File: src/rtl/mio_bus_ctrl_pkg.sv
// mio_bus_pkg
// Shared definitions for the memory/IO bus controller: the address map
// constants, the value returned by unmapped reads when bus-error reporting
// is built in, the controller FSM state encoding and the decoded
// access-target encoding.
// No ports (package).
package mio_bus_pkg;

  // Address map. Everything is word addressed; addr[1:0] never matters.
  localparam logic [3:0]  RAM_REGION = 4'h0;
  localparam logic [31:0] GPIO_ADDR  = 32'hE000_0000;
  localparam logic [31:0] SW_ADDR    = 32'hF000_0000;
  localparam logic [31:0] CNT_ADDR   = 32'hF000_0004;

  // Read data for unmapped reads when MIO_BUS_ERR_EN is defined.
  localparam logic [31:0] DEAD_BEEF  = 32'hDEAD_BEEF;

  typedef enum logic [1:0] {
    ST_IDLE,
    ST_ACCESS,
    ST_WAIT,
    ST_DONE
  } state_t;

  typedef enum logic [2:0] {
    TGT_RAM,
    TGT_GPIO,
    TGT_SW,
    TGT_CNT,
    TGT_NONE
  } target_t;

endpackage

File: src/rtl/mio_bus_ctrl_if.sv
// mio_bus_ctrl_if
// CPU-side request/ready handshake between the single-cycle core and the
// memory/IO bus controller.
//   cpu_req    core -> ctrl  access request, level, held until mio_ready
//   cpu_we     core -> ctrl  1 = write, 0 = read
//   cpu_addr   core -> ctrl  byte address
//   cpu_wdata  core -> ctrl  write data
//   cpu_rdata  ctrl -> core  read data
//   mio_ready  ctrl -> core  one-cycle completion pulse
// Modports: master (core side), slave (controller side).
interface mio_bus_ctrl_if;

  logic        cpu_req;
  logic        cpu_we;
  logic [31:0] cpu_addr;
  logic [31:0] cpu_wdata;
  logic [31:0] cpu_rdata;
  logic        mio_ready;

  modport master (
    output cpu_req, cpu_we, cpu_addr, cpu_wdata,
    input  cpu_rdata, mio_ready
  );

  modport slave (
    input  cpu_req, cpu_we, cpu_addr, cpu_wdata,
    output cpu_rdata, mio_ready
  );

endinterface

File: src/rtl/mio_bus_ctrl_addr_decode.sv
// mio_addr_decode
// Purely combinational address-to-target decoder.
//   addr  in  32  byte address from the core
//   tgt   out     decoded target (RAM, GPIO, switches, counter, none)
// The whole 0x0xxx_xxxx region is RAM; the upper RAM address bits alias.
module mio_addr_decode
  import mio_bus_pkg::*;
(
  input  logic [31:0] addr,
  output target_t     tgt
);

  logic [31:0] word_addr;

  // Peripheral matches compare the word address, so the two byte-offset
  // bits are masked off before comparing.
  always_comb begin
    word_addr = addr & ~32'h3;
    tgt       = TGT_NONE;
    if (addr[31:28] == RAM_REGION) begin
      tgt = TGT_RAM;
    end else if (word_addr == GPIO_ADDR) begin
      tgt = TGT_GPIO;
    end else if (word_addr == SW_ADDR) begin
      tgt = TGT_SW;
    end else if (word_addr == CNT_ADDR) begin
      tgt = TGT_CNT;
    end
  end

endmodule

File: src/rtl/mio_bus_ctrl.sv
// mio_bus_ctrl
// Memory/IO bus controller sitting between the single-cycle core and the
// data RAM / on-chip peripherals. One transaction at a time: IO accesses
// complete in the cycle after the request, RAM accesses go through an
// ACCESS cycle and RAM_WAIT wait cycles.
// Ports:
//   clk       in          system clock, rising edge
//   rst       in          asynchronous, active-low reset
//   bus       slave       CPU handshake (mio_bus_ctrl_if)
//   ram_addr  out RAM_AW  RAM word address (latched request address)
//   ram_din   out 32      RAM write data (latched request data)
//   ram_we    out 1       RAM write enable, only during ACCESS
//   ram_dout  in  32      RAM read data, valid one cycle after address
//   sw_in     in  32      switch inputs
//   gpio_out  out 32      GPIO/LED register
//   bus_err   out 1       sticky unmapped-access flag
// Build option: define MIO_BUS_ERR_EN to return DEAD_BEEF on unmapped reads
// and report unmapped accesses on bus_err; otherwise bus_err is tied low.
// RAM_WAIT must lie in 1..15 (4-bit wait counter).
module mio_bus_ctrl
  import mio_bus_pkg::*;
#(
  parameter int          RAM_AW   = 10,
  parameter int          RAM_WAIT = 1,
  parameter logic [31:0] GPIO_RST = 32'h0000_0000
) (
  input  logic              clk,
  input  logic              rst,
  mio_bus_ctrl_if.slave     bus,
  output logic [RAM_AW-1:0] ram_addr,
  output logic [31:0]       ram_din,
  output logic              ram_we,
  input  logic [31:0]       ram_dout,
  input  logic [31:0]       sw_in,
  output logic [31:0]       gpio_out,
  output logic              bus_err
);

  state_t            state_q;
  state_t            state_d;
  target_t           tgt;
  logic [RAM_AW-1:0] lat_idx;
  logic              lat_we;
  logic [31:0]       lat_wdata;
  logic [3:0]        wait_cnt;
  logic [31:0]       rdata_q;
  logic [31:0]       gpio_q;
  logic [31:0]       cnt_q;
  logic [31:0]       io_rdata;
  logic              start;
  logic              io_start;
  logic              last_wait;
  logic              ram_we_c;
  logic              ready_c;

  mio_addr_decode u_decode (
    .addr (bus.cpu_addr),
    .tgt  (tgt)
  );

  always_comb begin
    start     = (state_q == ST_IDLE) && bus.cpu_req;
    io_start  = start && (tgt != TGT_RAM);
    last_wait = (state_q == ST_WAIT) && (wait_cnt == 4'd1);
  end

  // The counter read returns the value including the sampling edge, so a
  // value W written at cycle T reads back as W + (T' - T) at cycle T'.
  always_comb begin
    io_rdata = 32'h0;
    case (tgt)
      TGT_GPIO: io_rdata = gpio_q;
      TGT_SW:   io_rdata = sw_in;
      TGT_CNT:  io_rdata = cnt_q + 32'd1;
`ifdef MIO_BUS_ERR_EN
      TGT_NONE: io_rdata = DEAD_BEEF;
`else
      TGT_NONE: io_rdata = 32'h0;
`endif
      default:  io_rdata = 32'h0;
    endcase
  end

  always_ff @(posedge clk or negedge rst) begin
    if (!rst) begin
      state_q <= ST_IDLE;
    end else begin
      state_q <= state_d;
    end
  end

  // ram_we and mio_ready decode straight from the state register, so a
  // reset drops them immediately without waiting for a clock.
  always_comb begin
    state_d  = state_q;
    ram_we_c = 1'b0;
    ready_c  = 1'b0;
    case (state_q)
      ST_IDLE: begin
        if (bus.cpu_req) begin
          state_d = (tgt == TGT_RAM) ? ST_ACCESS : ST_DONE;
        end
      end
      ST_ACCESS: begin
        ram_we_c = lat_we;
        state_d  = ST_WAIT;
      end
      ST_WAIT: begin
        if (wait_cnt == 4'd1) begin
          state_d = ST_DONE;
        end
      end
      ST_DONE: begin
        ready_c = 1'b1;
        state_d = ST_IDLE;
      end
      default: state_d = ST_IDLE;
    endcase
  end

  always_ff @(posedge clk or negedge rst) begin
    if (!rst) begin
      lat_idx   <= '0;
      lat_we    <= 1'b0;
      lat_wdata <= 32'h0;
    end else if (start) begin
      lat_idx   <= bus.cpu_addr[RAM_AW+1:2];
      lat_we    <= bus.cpu_we;
      lat_wdata <= bus.cpu_wdata;
    end
  end

  always_ff @(posedge clk or negedge rst) begin
    if (!rst) begin
      wait_cnt <= 4'd0;
    end else if (state_q == ST_ACCESS) begin
      wait_cnt <= 4'(RAM_WAIT);
    end else if (state_q == ST_WAIT) begin
      wait_cnt <= wait_cnt - 4'd1;
    end
  end

  // Read data is only ever written by a read capture; writes leave it alone.
  always_ff @(posedge clk or negedge rst) begin
    if (!rst) begin
      rdata_q <= 32'h0;
    end else if (io_start && !bus.cpu_we) begin
      rdata_q <= io_rdata;
    end else if (last_wait && !lat_we) begin
      rdata_q <= ram_dout;
    end
  end

  always_ff @(posedge clk or negedge rst) begin
    if (!rst) begin
      gpio_q <= GPIO_RST;
    end else if (io_start && bus.cpu_we && (tgt == TGT_GPIO)) begin
      gpio_q <= bus.cpu_wdata;
    end
  end

  // A write on the same edge takes priority over the free-running increment.
  always_ff @(posedge clk or negedge rst) begin
    if (!rst) begin
      cnt_q <= 32'h0;
    end else if (io_start && bus.cpu_we && (tgt == TGT_CNT)) begin
      cnt_q <= bus.cpu_wdata;
    end else begin
      cnt_q <= cnt_q + 32'd1;
    end
  end

`ifdef MIO_BUS_ERR_EN
  logic bus_err_q;

  always_ff @(posedge clk or negedge rst) begin
    if (!rst) begin
      bus_err_q <= 1'b0;
    end else if (io_start && (tgt == TGT_NONE)) begin
      bus_err_q <= 1'b1;
    end
  end

  assign bus_err = bus_err_q;
`else
  assign bus_err = 1'b0;
`endif

  assign bus.cpu_rdata = rdata_q;
  assign bus.mio_ready = ready_c;
  assign ram_addr      = lat_idx;
  assign ram_din       = lat_wdata;
  assign ram_we        = ram_we_c;
  assign gpio_out      = gpio_q;

endmodule

File: src/flat_wrapper.sv
// flat-port wrapper written by rule: the top's interface ports become plain ports
module mio_bus_ctrl_flat import mio_bus_pkg::*;
#(
  parameter int          RAM_AW   = 10,
  parameter int          RAM_WAIT = 1,
  parameter logic [31:0] GPIO_RST = 32'h0000_0000
)
  (clk, rst, ram_addr, ram_din, ram_we, ram_dout, sw_in, gpio_out, bus_err, bus_cpu_req, bus_cpu_we, bus_cpu_addr, bus_cpu_wdata, bus_cpu_rdata, bus_mio_ready);
  mio_bus_ctrl_if bus_i ();
  input  logic clk;
  input  logic rst;
  output logic [RAM_AW-1:0] ram_addr;
  output logic [31:0] ram_din;
  output logic ram_we;
  input  logic [31:0] ram_dout;
  input  logic [31:0] sw_in;
  output logic [31:0] gpio_out;
  output logic bus_err;
  input wire logic [$bits(bus_i.cpu_req)-1:0] bus_cpu_req;
  input wire logic [$bits(bus_i.cpu_we)-1:0] bus_cpu_we;
  input wire logic [$bits(bus_i.cpu_addr)-1:0] bus_cpu_addr;
  input wire logic [$bits(bus_i.cpu_wdata)-1:0] bus_cpu_wdata;
  output wire logic [$bits(bus_i.cpu_rdata)-1:0] bus_cpu_rdata;
  output wire logic [$bits(bus_i.mio_ready)-1:0] bus_mio_ready;
  assign bus_i.cpu_req = bus_cpu_req;
  assign bus_i.cpu_we = bus_cpu_we;
  assign bus_i.cpu_addr = bus_cpu_addr;
  assign bus_i.cpu_wdata = bus_cpu_wdata;
  assign bus_cpu_rdata = bus_i.cpu_rdata;
  assign bus_mio_ready = bus_i.mio_ready;
  mio_bus_ctrl #(.RAM_AW(RAM_AW), .RAM_WAIT(RAM_WAIT), .GPIO_RST(GPIO_RST)) u_core (.clk(clk), .rst(rst), .bus(bus_i), .ram_addr(ram_addr), .ram_din(ram_din), .ram_we(ram_we), .ram_dout(ram_dout), .sw_in(sw_in), .gpio_out(gpio_out), .bus_err(bus_err));
endmodule
File: config.mk
export PLATFORM = sky130hd
export DESIGN_NAME = mio_bus_ctrl_flat
export DESIGN_NICKNAME = d
export VERILOG_FILES = /design/src/rtl/mio_bus_ctrl_pkg.sv /design/src/rtl/mio_bus_ctrl_if.sv /design/src/rtl/mio_bus_ctrl_addr_decode.sv /design/src/rtl/mio_bus_ctrl.sv /design/src/flat_wrapper.sv
export SDC_FILE = /design/constraint.sdc
export NUM_CORES = 1
export LEC_CHECK = 0
export ABC_CLOCK_PERIOD_IN_PS = 4880
export CORE_MARGIN = 2
export CORE_UTILIZATION = 35
export CTS_CLUSTER_DIAMETER = 60
export DETAILED_ROUTE_END_ITERATION = 10
export GPL_TIMING_DRIVEN = 0
export MAX_ROUTING_LAYER = met4
export PLACE_DENSITY = 0.66
export SLEW_MARGIN = 20
export SYNTH_ARGS = -nofsm -noshare
export SYNTH_HDL_FRONTEND = slang
export SYNTH_SLANG_ARGS = --single-unit
File: constraint.sdc
create_clock -name clk -period 4.88 [get_ports clk]
set_input_delay 0.976 -clock clk [delete_from_list [all_inputs] [get_ports clk]]
set_output_delay 0.976 -clock clk [all_outputs]
set_load 0.02 [all_outputs]
Yosys cells after proc, flatten, opt, wreduce, memory -nomap -nowiden
Index checks and enable logic that the tools add are counted.
- register bits: 145
- input bits: 132
- $add $sub $neg: 2
- eq/ne operators: 12
- mux-type cells: 16
- reductions and logical operators: 17
- operators with widths (kind ; number):
    32-bit two-way mux ; 3
    32-bit one-hot mux with 3 select lines ; 1
    30-bit == test (second input constant) ; 3
    32-bit by 1-bit adder with 32-bit output (second input constant) ; 1
    3-bit two-way mux ; 4
    1-bit logical AND ; 8
    4-bit two-way mux ; 2
    2-bit one-hot mux with 4 select lines ; 1
    3-bit by 2-bit == test with 1-bit output (second input constant) ; 2
    2-bit two-way mux ; 3
    2-bit == test (second input constant) ; 2
    4-bit by 1-bit == test with 1-bit output (second input constant) ; 1
    4-bit logical NOT ; 1
    2-bit nonzero test ; 2
    4-bit by 1-bit subtractor with 4-bit output (second input constant) ; 1
    3-bit by 1-bit == test with 1-bit output (second input constant) ; 1
    3-bit logical NOT ; 1
    3-bit nonzero test ; 1
    2-bit by 1-bit == test with 1-bit output (second input constant) ; 1
    1-bit logical NOT ; 2
    2-bit logical NOT ; 1
    1-bit two-way mux ; 2
    2-bit by 1-bit inequality test with 1-bit output (second input constant) ; 1
    2-bit inequality test (second input constant) ; 1
    2-bit AND reduction ; 1

Logic depth before layout (Yosys ltp)
Gate-level depths: netlist of the first run.
- depth in word-level cells: 10
- depth in mapped cells: 8
- depth with buffers taken out: 7

Cells and area by module
From an unflattened synthesis of the first run, not the netlist that was laid out.
- cells, all modules: 650
- area, all modules: 7216.9 um^2
- modules (own cells, without submodules) (module ; times used ; cells an instance ; area each (um^2) ; sequential area each (um^2)):
    mio_bus_ctrl ; 1 ; 633 ; 7083.0 ; 3628.5
    mio_addr_decode ; 1 ; 17 ; 133.9 ; 0.0

Worst setup path before layout of the first run
OpenSTA, ideal clock, no wires.
- path type: input port to flip-flop
- from: in bus_cpu_addr[21]
- to: reg u_core.gpio_q[10] (netlist: u_core.gpio_out[10])
- library setup time: 125 ps
- arrival: 2606 ps
- setup slack: 2149 ps
- stages on the path: 6
- path buffers: 1
- cell sequence: nor4_1 -> nand3_1 -> nor4_4 -> nand3_4 -> buf_6 -> mux2_4
- cells in the longest elaborated chain, start to end: 9
- ends and longest elaborated chain (item ; RTL line ; text):
    start: declaration ; flat_wrapper.sv:21 ; input wire logic [$bits(bus_i.cpu_addr)-1:0] bus_cpu_addr;
    30-bit == test ; mio_bus_ctrl_addr_decode.sv:26 ; end else if (word_addr == CNT_ADDR) begin
    3-bit two-way mux ; mio_bus_ctrl_addr_decode.sv:26 ;
    3-bit two-way mux ; mio_bus_ctrl_addr_decode.sv:24 ; end else if (word_addr == SW_ADDR) begin
    3-bit two-way mux * ; mio_bus_ctrl_addr_decode.sv:22 ; end else if (word_addr == GPIO_ADDR) begin
    3-bit two-way mux * ; mio_bus_ctrl_addr_decode.sv:20 ; if (addr[31:28] == RAM_REGION) begin
    3-bit nonzero test ; mio_bus_ctrl.sv:63 ; io_start = start && (tgt != TGT_RAM);
    1-bit logical AND ; mio_bus_ctrl.sv:63 ;
    1-bit logical AND ; mio_bus_ctrl.sv:157 ; end else if (io_start && bus.cpu_we && (tgt == TGT_GPIO)) begin
    1-bit logical AND * ; mio_bus_ctrl.sv:157 ;
    end signal: assignment ; mio_bus_ctrl.sv:158 ; gpio_q <= bus.cpu_wdata;
    end: declaration ; mio_bus_ctrl.sv:47 ; logic [31:0] gpio_q;
Mark *: on every way between the ends. The rest lies on a longest branch, timed or not.
A chain may end at the register's enable or synchronous reset.

Worst setup path after layout of the first run
- from: in bus_cpu_addr[21]
- to: reg u_core.cnt_q[28]
- cells in the longest elaborated chain, start to end: 10
- ends and longest elaborated chain (item ; RTL line ; text):
    30-bit == test ; mio_bus_ctrl_addr_decode.sv:26 ;
    3-bit two-way mux ; mio_bus_ctrl_addr_decode.sv:26 ;
    3-bit two-way mux ; mio_bus_ctrl_addr_decode.sv:24 ;
    3-bit two-way mux * ; mio_bus_ctrl_addr_decode.sv:22 ;
    3-bit two-way mux * ; mio_bus_ctrl_addr_decode.sv:20 ;
    3-bit nonzero test ; mio_bus_ctrl.sv:63 ;
    1-bit logical AND ; mio_bus_ctrl.sv:63 ;
    1-bit logical AND ; mio_bus_ctrl.sv:166 ; end else if (io_start && bus.cpu_we && (tgt == TGT_CNT)) begin
    1-bit logical AND * ; mio_bus_ctrl.sv:166 ;
    32-bit two-way mux * ; mio_bus_ctrl.sv:166 ;
    end signal: assignment ; mio_bus_ctrl.sv:167 ; cnt_q <= bus.cpu_wdata;
    end signal: assignment ; mio_bus_ctrl.sv:169 ; cnt_q <= cnt_q + 32'd1;
    end: declaration ; mio_bus_ctrl.sv:48 ; logic [31:0] cnt_q;
Marks and branches as above.

==> results of run 1 <==
[final cells by class]
type | count | area [um^2] | area share, %
Sequential cell | 145 | 3630 | 33.2
Clock inverter | 10 | 163 | 1.49
Timing Repair Buffer | 237 | 2390 | 21.9
Tap cell | 275 | 344 | 3.15
Clock buffer | 19 | 443 | 4.05
Inverter | 17 | 63.8 | 0.584
Multi-Input combinational cell | 504 | 3710 | 33.9
Buffer | 39 | 188 | 1.72
[final timing paths]
check                                                       to  slack [ns]  cells past startpoint
worst max-delay path                u_core.cnt_q[28]$_DFF_PN0_        1.15                      7
worst min-delay path            u_core.ram_din[29]$_DFFE_PN0P_        0.50                      1
min in group asynchronous        u_core.ram_din[0]$_DFFE_PN0P_        0.51                      1
worst max register to register      u_core.cnt_q[28]$_DFF_PN0_        1.86                      8
max in group asynchronous           u_core.cnt_q[26]$_DFF_PN0_        3.56                      2
worst min register to register  u_core.ram_din[29]$_DFFE_PN0P_        0.50                      1
[metrics by stage]
stage | cell area [um^2] | utilization, % | cells | setup WS (ns)
6_report | 10900 | 51.7 | 1246 | 1.15
5_1_grt | 10900 | 51.7 | 1246 | 0.984
4_1_cts | 10900 | 51.7 | 1246 | 1.21
3_5_place_dp | 10300 | 48.8 | 1217 | 0.781
3_3_place_gp | 10300 | 48.6 | 1216 | -3.44
2_1_floorplan | 7580 | - | 705 | 2.15
[sequential cells by signal (all words and copies together), names as in the netlist]
register              flops
u_core.lat_we             1
u_core.state_q            2
u_core.bus.cpu_rdata     32
u_core.gpio_out          32
u_core.ram_addr          10
u_core.ram_din           32
u_core.wait_cnt           4
u_core.cnt_q             32
[metal layers]
layer / vias up / GRT usage (%) / wire length, um
li1: 3136 / - / -
met1: 3298 / 32.1 / 11900
met2: 296 / 38.0 / 12300
met3: 36 / 5.96 / 1990
met4: 0 / 5.89 / 362
met5: - / - / 0
[power by group]
| group | switching, W | leakage (nW) | internal [W] |
|---|---|---|---|
| logic | 0.00104 | 2.59 | 0.00102 |
| clock network | 0.000519 | 0.291 | 0.000860 |
| registers | 0.000178 | 1.72 | 0.00155 |
[cell usage after synthesis, types with 14 or more instances]
cell,n,area (um^2)
and4_1,16,140
nand3_1,14,70.1
mux2i_1,21,210
nand2_1,24,90.1
a21oi_1,68,340
clkbuf_1,22,82.6
inv_1,17,63.8
mux2_4,30,450
nor2_1,78,293
mux2_2,58,653
o22ai_1,22,138
dfrtp_1,145,3630
o21ai_0,23,115
[cells by family (layout without fill, tap and decap cells)]
group | Yosys count | after routing | share of synthesized area (%)
other | 1 | 1 | 0.0495
flip-flops | 145 | 145 | 47.9
XOR/XNOR | 12 | 12 | 1.39
AND/OR/NAND/NOR | 197 | 197 | 14.1
multiplexers | 109 | 109 | 17.3
adder cells (fa/ha/maj) | 8 | 8 | 1.32
AO/OA/AOI/OAI | 177 | 177 | 14.7
buffers and inverters | 56 | 322 | 3.32
[critical path, cell delays in order]
cell	delay (ns)
clkdlybuf4s50_1	0.41
nor4_1	0.75
and4_1	0.40
nand3_1	0.45
clkbuf_1	0.43
buf_1	0.38
a21oi_1	0.25
==> flow_summary.toml, run 1 <==
[status]
status = "completed"

[routing]
via_per_inst = 5.43
wl_um = 26500
drc = 0
drtPass1Iterations = 6
drt_iter0_markers = 419
vias = 6766
wl_per_cell_um = 21.3
drtAntennaViolNets = 0

[floorplan]
fp.dieArea_mm2 = 0.0229
design.core.area_mm2 = 0.0212
die_w_um = 151
start_util_pct = 35.8
die_y_um = 151
rows = 53
pin_count = 241

[job]
maxCapViolCount = 0

[worst_hold_path]
min-delay-start = "u_core.ram_din[29]$_DFFE_PN0P_"
hold_class = "reg2reg"

[sta]
max_slew.worst_pin.slew_ns = 0.957
fin_crit_sh_pct = 76.4
hold_viol_final = 0
rsz0062_at_grt = "false"
fin_skew_ns = 0.00916
whs_ns = 0.501
max_slew_margin_pct = 35.7
setup_viol_count_final = 0
period_needed_ns = 3.73
fmax_mhz = 268
slew_viol_final = 0
tns_ns = 0

[cts]
cts_num_sinks = 145
cts_made_buffers = 17
cts-root-buf = "clkbuf_16"
clkTransAtPathRegs_ns = 0.06
cts_resized = 0
cts_hold_buffers = 0
cts_buffer_depth = 2
cts_setup_buffers = 0
htree_levels = 4
cts_tree = "done"
clk_latency_ns = 0.43

[synth]
synth_nets = 845
synth_warnings = 0
ys_seq_elements = 145
yosys_most_used_dff = "dfrtp_1"
ys_async_sr_fraction_pct = 100
synth.distinct_cells = 52
avgSynthCellArea_um2 = 10.8
ys_seq_area_share_pct = 47.9
syn-cell-area_mm2 = 0.00758
netlist_instances = 705
synth-edff-count = 0

[critical_path]
crit_start = "bus_cpu_addr[21]"
worstPathRequired_ns = 5.22
critPathLaunchType = "input port"
criticalPathCategory = "in2reg"
cp_data_arrival_time_ns = 4.06
r2r-start = "u_core.state_q[0]$_DFFE_PN0P_"
worstSetupEndpointType = "flip-flop"
path_max_fanout = 10

[placement]
hpwl_um = 19700
gp_congestion = 0.865
port_buffers = 236

[global_routing]
grt.total_usage_pct = 24.4
grt_pass1_wl_um = 40100
antenna_found_initial = 0
grt-ovfl-total = 0
grt_pass1_vias = 6899
grt_max_degree = 81

[cells_and_area]
n_antenna_cell = 0
drive_gt1_share_pct = 15.2
syn_to_final_growth_pct = 44.2
nets = 1101
final_cell_mix = "clkdlybuf4s50_1 (235), dfrtp_1 (145), nor2_1 (78)"
fillCellCount = 1956
layout_commonest_cell = "clkdlybuf4s50_1"

[power_and_ir_drop]
total_power_w = 0.00516
leakagePower_nw = 4.60
vdd_drop_max_v = 0.000262
powerDensity_mw_per_mm2 = 472
Note: power is estimated with default switching activity, not from simulation.
==> run 2, diff against run 1 <==
--- a/config.mk
+++ b/config.mk
@@ -5,14 +5,14 @@
 export SDC_FILE = /design/constraint.sdc
 export NUM_CORES = 1
 export LEC_CHECK = 0
-export ABC_CLOCK_PERIOD_IN_PS = 4880
+export ABC_CLOCK_PERIOD_IN_PS = 3210
 export CORE_MARGIN = 2
 export CORE_UTILIZATION = 35
 export CTS_CLUSTER_DIAMETER = 60
 export DETAILED_ROUTE_END_ITERATION = 10
 export GPL_TIMING_DRIVEN = 0
 export MAX_ROUTING_LAYER = met4
-export PLACE_DENSITY = 0.66
+export PLACE_DENSITY = 0.69
 export SLEW_MARGIN = 20
 export SYNTH_ARGS = -nofsm -noshare
 export SYNTH_HDL_FRONTEND = slang
==> constraint.sdc (replaced) <==
create_clock -name clk -period 3.21 [get_ports clk]
set_input_delay 0.642 -clock clk [delete_from_list [all_inputs] [get_ports clk]]
set_output_delay 0.642 -clock clk [all_outputs]
set_load 0.02 [all_outputs]
==> flow_summary.toml, run 2 (synthesized netlist as in run 1, its figures left out) <==
[placement]
gp_congestion = 0.889
hpwl_um = 19600
port_buffers = 236
post-place-ws_ns = -0.454
dpl_cell_area_mm2 = 0.0103

[floorplan]
die_w_um = 151
start_util_pct = 35.8
fp.dieArea_mm2 = 0.0229
design.core.area_mm2 = 0.0212
die_y_um = 151
pin_count = 241
rows = 53

[sta]
fmax_mhz = 326
setup_viol_count_final = 0
hold_viol_final = 0
max_slew.worst_pin.slew_ns = 0.985
max_slew_margin_pct = 34.3
tns_ns = 0
fin_crit_sh_pct = 95.7
timing.final.ws_setup_ns = 0.140
period_needed_ns = 3.07
fin_skew_ns = 0.00858
slew_viol_final = 0

[routing]
drt_iter0_markers = 476
drtAntennaViolNets = 0
via_per_inst = 5.38
wl_um = 26100
drc = 0
drtPass1Iterations = 8
vias = 6741
wl_per_cell_um = 20.9

[global_routing]
grt_pass1_vias = 6834
grt_max_degree = 76
antenna_found_initial = 1
grt-ovfl-total = 0
grt.total_usage_pct = 23.9
grt_pass1_wl_um = 39500

[critical_path]
worstSetupEndpointType = "flip-flop"
cp_data_arrival_time_ns = 3.36
r2r-start = "u_core.state_q[0]$_DFFE_PN0P_"
r2r_end = "u_core.cnt_q[20]$_DFF_PN0_"
r2r_slack_ns = 0.31
criticalPathCategory = "in2reg"
critPathLaunchType = "input port"
r2r_cells = 8
worstPathRequired_ns = 3.50
path_max_fanout = 10

[power_and_ir_drop]
leakagePower_nw = 4.62
powerDensity_mw_per_mm2 = 712
total_power_w = 0.00782
vdd_drop_max_v = 0.000432

[cells_and_area]
syn_to_final_growth_pct = 44.9
nets = 1102
final_util_pct = 51.9
layout_commonest_cell = "clkdlybuf4s50_1"
drive_gt1_share_pct = 16.2
final_cell_mix = "clkdlybuf4s50_1 (235), dfrtp_1 (145), nor2_1 (78)"
final_area_mm2 = 0.0110

[cts]
cts_num_sinks = 145
htree_levels = 4
cts_tree = "done"
cts_made_buffers = 17
cts_buffer_depth = 2
cts_hold_buffers = 0
cts-root-buf = "clkbuf_16"
clk_latency_ns = 0.42
clkTransAtPathRegs_ns = 0.06

[job]
maxCapViolCount = 0

[worst_hold_path]
hold_class = "in2async"

[status]
status = "completed"
## run 2: changes by cell type in the layout (fill, tap and decap cells not counted), moves of 2 or more
cell	delta
nor3_2	+2
nor3_1	-2
clkbuf_1	-2
clkinv_2	+2
diode_2	+2
## run 2: critical path: stages
cell             delay, ns
clkdlybuf4s50_1       0.55
or4_1                 0.65
nand3_1               0.47
nand2_1               0.31
clkbuf_1              0.37
o22ai_1               0.29
a21oi_1               0.06
## run 2: worst max-delay path by stage
stage / cells after the start / slack (ns) / startpoint / end
floorplan: 6 / 0.81 / bus_cpu_addr[21] / u_core.gpio_out[10]$_DFFE_PN0P_
global placement: 1 / -4.80 / rst / u_core.gpio_out[29]$_DFFE_PN0P_
detailed placement: 7 / -0.45 / bus_cpu_addr[21] / u_core.cnt_q[20]$_DFF_PN0_
CTS: 7 / 0.003 / bus_cpu_addr[21] / u_core.cnt_q[27]$_DFF_PN0_
global route: 7 / -0.0004 / bus_cpu_addr[3] / u_core.bus.cpu_rdata[5]$_DFFE_PN0P_
finish: 7 / 0.14 / bus_cpu_addr[28] / u_core.bus.cpu_rdata[21]$_DFFE_PN0P_
## run 2: timing repair
item,in CTS,in global routing
pin swaps,1,0
resized for setup,0,7
endpoints found under the setup margin,17,58
buffers inserted,1,0
## run 2: area by class of cell
class | count | area, um^2
antenna | 2 | 5.00
buffer | 39 | 189
clock buffer | 19 | 453
clock inverter | 13 | 160
fill | 1947 | 10200
inverter | 17 | 63.8
multi-input combinational | 504 | 3740
sequential | 145 | 3630
tap | 275 | 344
timing repair buffer | 238 | 2400
## run 2: through the flow
step / hold slack [ns] / cells
global route: 0.203 / 1251
finish: 0.159 / 1252
CTS: 0.197 / 1250
global placement: 0.486 / 1216
floorplan: 0.346 / 705
detailed placement: 0.493 / 1217
## run 2: power by group
group | internal, W | total (W) | switching, W
sequential | 0.00235 | 0.00262 | 0.000274
clock | 0.00126 | 0.00207 | 0.000804
combinational | 0.00156 | 0.00313 | 0.00157
total | 0.00517 | 0.00782 | 0.00265
## run 2: routing by layer
metal	track usage [%]	wire [um]	vias up
li1	-	-	3149
met3	4.16	1690	29
met2	37.2	12000	276
met1	32.3	11900	3287
met5	-	0	-
met4	6.31	494	0
